File: src/rtl/pipeline_pkg.sv
// Shared types for the number pipeline stages.
// Handshake: prev_valid flows in from upstream and this_ready flows back to it.
// this_valid flows out to downstream and next_ready flows back from it.
// A word moves across an interface at a rising clk edge when valid & ready.
package pipeline_pkg;

  localparam int NUM_WIDTH = 5;

  typedef logic [NUM_WIDTH-1:0] num_t;

endpackage

File: src/rtl/fifo_stage_mem.sv
// DEPTH x WIDTH storage for fifo_stage: one write port, one asynchronous read port.
// Entries are not reset; the stage never shows an entry it has not written.
module fifo_stage_mem
  import pipeline_pkg::*;
#(
  parameter int WIDTH  = NUM_WIDTH,
  parameter int DEPTH  = 4,
  parameter int ADDR_W = $clog2(DEPTH)
) (
  input  logic              clk,
  input  logic              wr_en,
  input  logic [ADDR_W-1:0] wr_addr,
  input  logic [WIDTH-1:0]  wr_data,
  input  logic [ADDR_W-1:0] rd_addr,
  output logic [WIDTH-1:0]  rd_data
);

  logic [WIDTH-1:0] mem_r [DEPTH];

  // write port
  always_ff @(posedge clk) begin
    if (wr_en) begin
      mem_r[wr_addr] <= wr_data;
    end
  end

  assign rd_data = mem_r[rd_addr];

endmodule

File: src/rtl/fifo_stage.sv
// Elastic first-word-fall-through buffer between pipeline stages.
// this_ready depends only on reset and registered occupancy, never on next_ready.
module fifo_stage
  import pipeline_pkg::*;
#(
  parameter int WIDTH = NUM_WIDTH,
  parameter int DEPTH = 4
) (
  input  logic                       clk,
  input  logic                       reset,
  input  logic                       prev_valid,
  output logic                       this_ready,
  output logic                       this_valid,
  input  logic                       next_ready,
  input  logic [WIDTH-1:0]           input_num,
  output logic [WIDTH-1:0]           output_num,
  output logic [$clog2(DEPTH+1)-1:0] count
);

  localparam int PTR_W = $clog2(DEPTH);
  localparam int CNT_W = $clog2(DEPTH+1);

  logic [PTR_W-1:0] rd_ptr_r;
  logic [PTR_W-1:0] wr_ptr_r;
  logic [CNT_W-1:0] count_r;
  logic [CNT_W-1:0] count_nxt_s;
  logic             push_s;
  logic             pop_s;
  logic [WIDTH-1:0] head_s;

  assign this_ready = !reset && (count_r != CNT_W'(DEPTH));
  assign this_valid = (count_r != {CNT_W{1'b0}});
  assign push_s     = prev_valid && this_ready;
  assign pop_s      = this_valid && next_ready;
  assign count      = count_r;
  assign output_num = this_valid ? head_s : {WIDTH{1'b0}};

  fifo_stage_mem #(
    .WIDTH (WIDTH),
    .DEPTH (DEPTH),
    .ADDR_W(PTR_W)
  ) u_mem (
    .clk    (clk),
    .wr_en  (push_s),
    .wr_addr(wr_ptr_r),
    .wr_data(input_num),
    .rd_addr(rd_ptr_r),
    .rd_data(head_s)
  );

  // next occupancy; simultaneous push and pop leaves it unchanged
  always_comb begin
    count_nxt_s = count_r;
    case ({push_s, pop_s})
      2'b10:   count_nxt_s = count_r + CNT_W'(1);
      2'b01:   count_nxt_s = count_r - CNT_W'(1);
      default: count_nxt_s = count_r;
    endcase
  end

  // pointer and occupancy registers; pointers wrap modulo DEPTH
  always_ff @(posedge clk or posedge reset) begin
    if (reset) begin
      rd_ptr_r <= {PTR_W{1'b0}};
      wr_ptr_r <= {PTR_W{1'b0}};
      count_r  <= {CNT_W{1'b0}};
    end else begin
      if (push_s) begin
        wr_ptr_r <= wr_ptr_r + PTR_W'(1);
      end
      if (pop_s) begin
        rd_ptr_r <= rd_ptr_r + PTR_W'(1);
      end
      count_r <= count_nxt_s;
    end
  end

endmodule

File: config.mk
export PLATFORM = sky130hd
export DESIGN_NAME = fifo_stage
export DESIGN_NICKNAME = d
export VERILOG_FILES = /design/src/rtl/pipeline_pkg.sv /design/src/rtl/fifo_stage_mem.sv /design/src/rtl/fifo_stage.sv
export SDC_FILE = /design/constraint.sdc
export NUM_CORES = 1
export LEC_CHECK = 0
export BUFFER_PORTS_ARGS = -buffer_cell sky130_fd_sc_hd__buf_2
export CELL_PAD_IN_SITES_DETAIL_PLACEMENT = 1
export CELL_PAD_IN_SITES_GLOBAL_PLACEMENT = 2
export CORE_MARGIN = 2
export CORE_UTILIZATION = 38
export CTS_CLUSTER_DIAMETER = 100
export CTS_CLUSTER_SIZE = 16
export DETAILED_ROUTE_END_ITERATION = 12
export PLACE_DENSITY = 0.76
export SETUP_SLACK_MARGIN = 0.15
export SYNTH_ARGS = -nofsm -noshare
export SYNTH_HDL_FRONTEND = slang
export SYNTH_SLANG_ARGS = --single-unit
File: constraint.sdc
create_clock -name clk -period 3.55 [get_ports clk]
set_clock_uncertainty 0.1 [all_clocks]
set_input_delay 0.1775 -clock clk [delete_from_list [all_inputs] [get_ports clk]]
set_output_delay 0.1775 -clock clk [all_outputs]
set_load 0.05 [all_outputs]
# Word-level counts from Yosys, hierarchy flattened

Memories as Yosys holds them, arrays and structs flattened.
Index checks and enable logic that the tools add are counted.

Register bits after elaboration: 7
Bits in latches: 0
RAM bits: 20
ROM bits: 0
Input port bits: 9
Output and inout port bits: 10
Logic and storage cells: 21
Memories kept: 1

$add $sub $neg: 4
Multipliers: 0
Divide/modulo/power cells: 0
Magnitude comparators: 0
Equal/unequal tests: 3
Shift-type cells: 0
Muxes and demuxes: 4
Bitwise operators: 0
Reduce and logical (&&, ||, !) cells: 6

Memory list:

| name        | words | bits a word | rd ports | clocked after memory_dff | wr ports | line                 | source |
|---|---|---|---|---|---|---|---|
| u_mem.mem_r | 4     | 5           | 1        | 0                        | 1        | fifo_stage_mem.sv:18 | `logic [WIDTH-1:0] mem_r [DEPTH];` |

Operator list:

| cell                                              | number |
|---|---|
| one-hot mux 3 bit (2 select lines)                | 1 |
| two-way mux 5 bit                                 | 1 |
| adder 2 x 1 -> 2 bit (second input constant)      | 2 |
| adder 3 x 1 -> 3 bit (second input constant)      | 1 |
| logical AND 1 bit                                 | 3 |
| inequality test 3 bit (second input constant)     | 1 |
| nonzero test 3 bit                                | 1 |
| subtractor 3 x 1 -> 3 bit (second input constant) | 1 |
| == test 2 x 1 -> 1 bit (second input constant)    | 1 |
| == test 2 bit (second input constant)             | 1 |
| two-way mux 1 bit                                 | 2 |
| nonzero test 2 bit                                | 1 |
| logical NOT 1 bit                                 | 1 |

# Longest topological paths before layout

Word-level depth: 5
Depth in mapped cells: 9
Mapped depth without buffers: 9

# Hierarchy

Synthesis repeated with hierarchy kept, for this count alone.

Cells, all modules: 68
Area, all modules: 1151.1 um2

By module, submodules not included:

| module         | instances | cells each | area each (um2) | sequential area each (um2) |
|---|---|---|---|---|
| fifo_stage_mem | 1         | 30         | 755.7           | 600.6 |
| fifo_stage     | 1         | 38         | 395.4           | 175.2 |

# Worst setup path after synthesis

OpenSTA, ideal clock, no wires.

Path type: register to register
Start: register count_r[2] (netlist: count[2])
End: register count_r[2] (netlist: count[2])
Library setup time: 82 ps
Arrival time: 2158 ps
Required time: 3368 ps
Path slack: 1209 ps
Stages on the path, launching flop included: 10
Path buffers: 1
Clock period less this slack: 2341 ps
Path through: dfrtp_1 or3_1 buf_6 and2_4 ha_1 inv_1 fa_1 xor2_1 nor2_1 xor2_1

Elaborated cells on any way between the ends: 11
Classes of those cells: add/sub: 2; eq/ne: 3; mux: 1; reduce/logical: 5

RTL lines:

| what                                                                     | line             | source |
|---|---|---|
| from (decl)                                                              | fifo_stage.sv:25 | `logic [CNT_W-1:0] count_r;` |
| from (signal assigned)                                                   | fifo_stage.sv:66 | `count_r <= {CNT_W{1'b0}};` |
| from (signal assigned)                                                   | fifo_stage.sv:74 | `count_r <= count_nxt_s;` |
| nonzero test 3 bit *                                                     | fifo_stage.sv:32 | `assign this_valid = (count_r != {CNT_W{1'b0}});` |
| named net this_valid                                                     | fifo_stage.sv:13 | `output logic this_valid,` |
| logical AND 1 bit *                                                      | fifo_stage.sv:34 | `assign pop_s = this_valid && next_ready;` |
| named net pop_s                                                          | fifo_stage.sv:28 | `logic pop_s;` |
| == test 2 x 1 -> 1 bit or == test 2 bit (tied branches)                  | fifo_stage.sv:54 | `case ({push_s, pop_s})` |
| one-hot mux 3 bit (2 select lines) or nonzero test 2 bit (tied branches) | -                |  |

Mark *: on every way through the listed nets, which the timed path passes. The rest lies on a longest branch.
A chain may end at the register's enable or synchronous reset.

# Worst setup path in the final report

Start: register rd_ptr_r[0]
End: output output_num[4]

Cells in the longest elaborated chain, start to end: 2

RTL lines:

| what                    | line             | source |
|---|---|---|
| from (decl)             | fifo_stage.sv:23 | `logic [PTR_W-1:0] rd_ptr_r;` |
| from (signal assigned)  | fifo_stage.sv:64 | `rd_ptr_r <= {PTR_W{1'b0}};` |
| from (signal assigned)  | fifo_stage.sv:72 | `rd_ptr_r <= rd_ptr_r + PTR_W'(1);` |
| memory read (4 x 5 bit) | -                |  |
| two-way mux 5 bit       | fifo_stage.sv:36 | `assign output_num = this_valid ? head_s : {WIDTH{1'b0}};` |
| to (decl)               | fifo_stage.sv:16 | `output logic [WIDTH-1:0] output_num,` |

No other way between the ends.

==> results.cfg <==
[final_layout]
design_area_mm2 = 0.00141
fin_nets = 114
finalNonFillerCells = 142
area.sequential_um2 = 776
syn_to_final_growth_pct = 18.1
drive_gt1_frac = 0.296
n_fill_cell = 312
antenna-diode-count = 0
fin_util = 0.466
multi_input_area_um2 = 373

[logic_synthesis]
synth_enable_flop_cells = 20
yosys-top-cells-area = sky130_fd_sc_hd__edfxtp_1 50%, sky130_fd_sc_hd__dfrtp_1 15%, sky130_fd_sc_hd__mux4_2 9.4%, sky130_fd_sc_hd__ha_1 5.2%, sky130_fd_sc_hd__and2_1 4.7%
post_synth_top_area_share = 0.503
yosys_warnings = 0
post_synthesis_cell_area_mm2 = 0.00119
synth_top_family_by_area = multiplexers
postSynthCellCount = 73
yosys.area.top_type = sky130_fd_sc_hd__edfxtp_1
synth_flop_type = sky130_fd_sc_hd__edfxtp_1
synth-xor-area-share = 0.0440
post_synth_and_or_nand_nor_area_fraction = 0.0754
postSynthNetCount = 88
ys_top_cells_by_count = 20 x sky130_fd_sc_hd__edfxtp_1, 9 x sky130_fd_sc_hd__and2_1, 7 x sky130_fd_sc_hd__dfrtp_1, 7 x sky130_fd_sc_hd__inv_1
yosys.area_share.adder = 0.0691
yosysMostFrequentCell = sky130_fd_sc_hd__edfxtp_1
number_of_synthesized_register_bits = 27
yosys_cell_types = 21
synth-compound-area-share = 0.0115
part_of_the_yosys_area_used_for_sequential_elements = 0.649
synth_async_sr_flop_share = 0.259
synth.avg_cell_area_um2 = 16.4
yosys-mux-area-fraction = 0.112

[floorplanning]
floorplan.die.width_um = 60.1
design.die.area_mm2 = 0.00361
die_y_um = 60.1
fp.coreArea_mm2 = 0.00303
io_pins = 19
initial_core_util = 0.395
std_cell_rows = 20

[sta]
clock.fmax_mhz = 467
worst_slew_pin_slew_ns = 0.394
timing.hold.ws_ns = 0.0504
report.final.slew_viol_count = 0
hold_viol = 0
grt_setup_unrepaired = no
setup_total_negative_slack_ns = 0
min_period_ns = 2.14
layout_setup_ws_ns = 1.41
max-slew-margin-rel = 0.737
period_share = 0.603
setup_violations = 0

[detailed_routing]
post_detailed_route_count_of_antenna_violating_nets = 0
wl_per_cell_um = 13.2
total_iterations_of_the_first_detailed_routing_run = 4
finalWirelength_um = 1870
routed-via-count = 619
detailedRoute.firstIterationViolations = 17
drt_drc_violations_left = 0
avgViaCountPerCell = 4.36

[hold_path]
hold_path_class = in2reg
worst_hold_path_stage_count = 3

[power_and_ir_drop]
power-per-cell-area_mw_per_mm2 = 844
leakage_nw = 0.559
power_mw = 1.19
max-vdd-ir-drop_uv = 236

[critical_path]
critical_path.startpoint_type = register
critical_path.endpoint_type = output port
critPathRequiredTime_ns = 3.27
critical_path_arrival_ns = 1.86
slowest_stage = sky130_fd_sc_hd__dfrtp_1
reg2regPathDepth = 6
worst-path-max-fanout = 7
slowest_cell_delay_on_critical_path_ns = 0.61
path_class = reg2out
cp_cell_sequence = mux4_2, and2_1, buf_2

[clocking]
postCtsSetupBuffers = 0
cts_htree_levels = 1
ctsLongestPathBuffers = 2
cts_buffers = 3
cts.sink_count = 27
tritoncts = yes
clk_latency_ns = 0.32
clk_root_buffer_cell = sky130_fd_sc_hd__clkbuf_4
clkTransAtPathRegs_ns = 0.14
post_cts_resized = 0
cts_hold_buffers = 6

[place]
detailed_place.area_mm2 = 0.00132
place_hpwl_um = 1380
place.detailed.instances = 132
io_buffers = 18
preCtsSetupSlack_ns = 1.41
place.gp.congestion = 0.710

[global_routing]
grt.total_usage = 0.127
via_count_of_the_first_global_routing_pass = 653
overflow = 0
grt_antenna_before_repair = 0
grt_first_pass_wirelength_um = 3190
maximum_number_of_pins_on_one_net_before_global_route_repair = 18

[outcome]
outcome = completed

[run]
max-cap-violations = 0
## worst paths after layout
path / from / to / slack (ns)
min in group asynchronous: reset / wr_ptr_r[1]$_DFFE_PP0P_ / 0.22
max: rd_ptr_r[0]$_DFFE_PP0P_ / output_num[4] / 1.41
min: next_ready / rd_ptr_r[1]$_DFFE_PP0P_ / 0.05
min reg2reg: count[0]$_DFFE_PP0P_ / count[0]$_DFFE_PP0P_ / 0.45
max reg2reg: count[2]$_DFFE_PP0P_ / count[1]$_DFFE_PP0P_ / 1.42
max in group asynchronous: reset / rd_ptr_r[0]$_DFFE_PP0P_ / 2.91
## logic make-up (layout without fill, tap and decap cells)
logic type	count (synthesis)	count (layout)
adder cells (fa/ha/maj)	6	6
AND/OR/NAND/NOR	15	15
buffers and inverters	10	35
flip-flops	27	27
XOR/XNOR	6	6
multiplexers	7	7
AO/OA/AOI/OAI	2	2
## where the power goes
part	internal [mW]	switching, mW	total [mW]	leakage [nW]
registers	0.409	0.0715	0.480	0.263
clock network	0.0459	0.0925	0.138	0.0183
logic	0.199	0.374	0.572	0.277
## metal layers
layer	track usage	vias to the layer above	part of all wire	wire, µm
li1	-	307	-	-
met1	0.172	298	0.47	874
met2	0.191	12	0.48	896
met3	0.0455	2	0.041	77
met4	0.0381	0	0.011	21
met5	0	-	0	0
## sequential cells by signal, summed over array words and instances, names as in the netlist
name	flops
u_mem.mem_r	20
count	3
wr_ptr_r	2
rd_ptr_r	2
## layout make-up
class / count / area share
Timing Repair Buffer: 24 / 0.106
Tap cell: 44 / 0.0390
Clock buffer: 3 / 0.0160
Multi-Input combinational cell: 36 / 0.264
Sequential cell: 27 / 0.550
Inverter: 7 / 0.0186
Clock inverter: 1 / 0.00621
## cells in the final DEF (no fill, tap or decap)
master / count
sky130_fd_sc_hd__inv_6: 1
sky130_fd_sc_hd__edfxtp_1: 20
sky130_fd_sc_hd__fa_1: 1
sky130_fd_sc_hd__inv_1: 7
sky130_fd_sc_hd__and2_1: 9
sky130_fd_sc_hd__nand2b_1: 1
sky130_fd_sc_hd__mux4_2: 5
sky130_fd_sc_hd__dfrtp_1: 7
sky130_fd_sc_hd__clkbuf_4: 3
sky130_fd_sc_hd__and2_4: 1
sky130_fd_sc_hd__or3_1: 1
sky130_fd_sc_hd__a21oi_2: 1
sky130_fd_sc_hd__mux2i_1: 1
sky130_fd_sc_hd__buf_2: 18
sky130_fd_sc_hd__dlygate4sd3_1: 6
sky130_fd_sc_hd__xnor2_1: 3
sky130_fd_sc_hd__mux2_1: 1
sky130_fd_sc_hd__xor2_1: 3
sky130_fd_sc_hd__nor2_1: 2
sky130_fd_sc_hd__ha_1: 5
sky130_fd_sc_hd__a21oi_1: 1
sky130_fd_sc_hd__nand3_1: 1
## critical path, delay by kind of cell, from the launching register on
family,cells,cell delay [ns]
muxes,1,0.55
buffers and inverters,1,0.20
DFF,1,0.61
and+or+nand+nor,1,0.17
No activity file was read; power rests on OpenSTA's default activity.
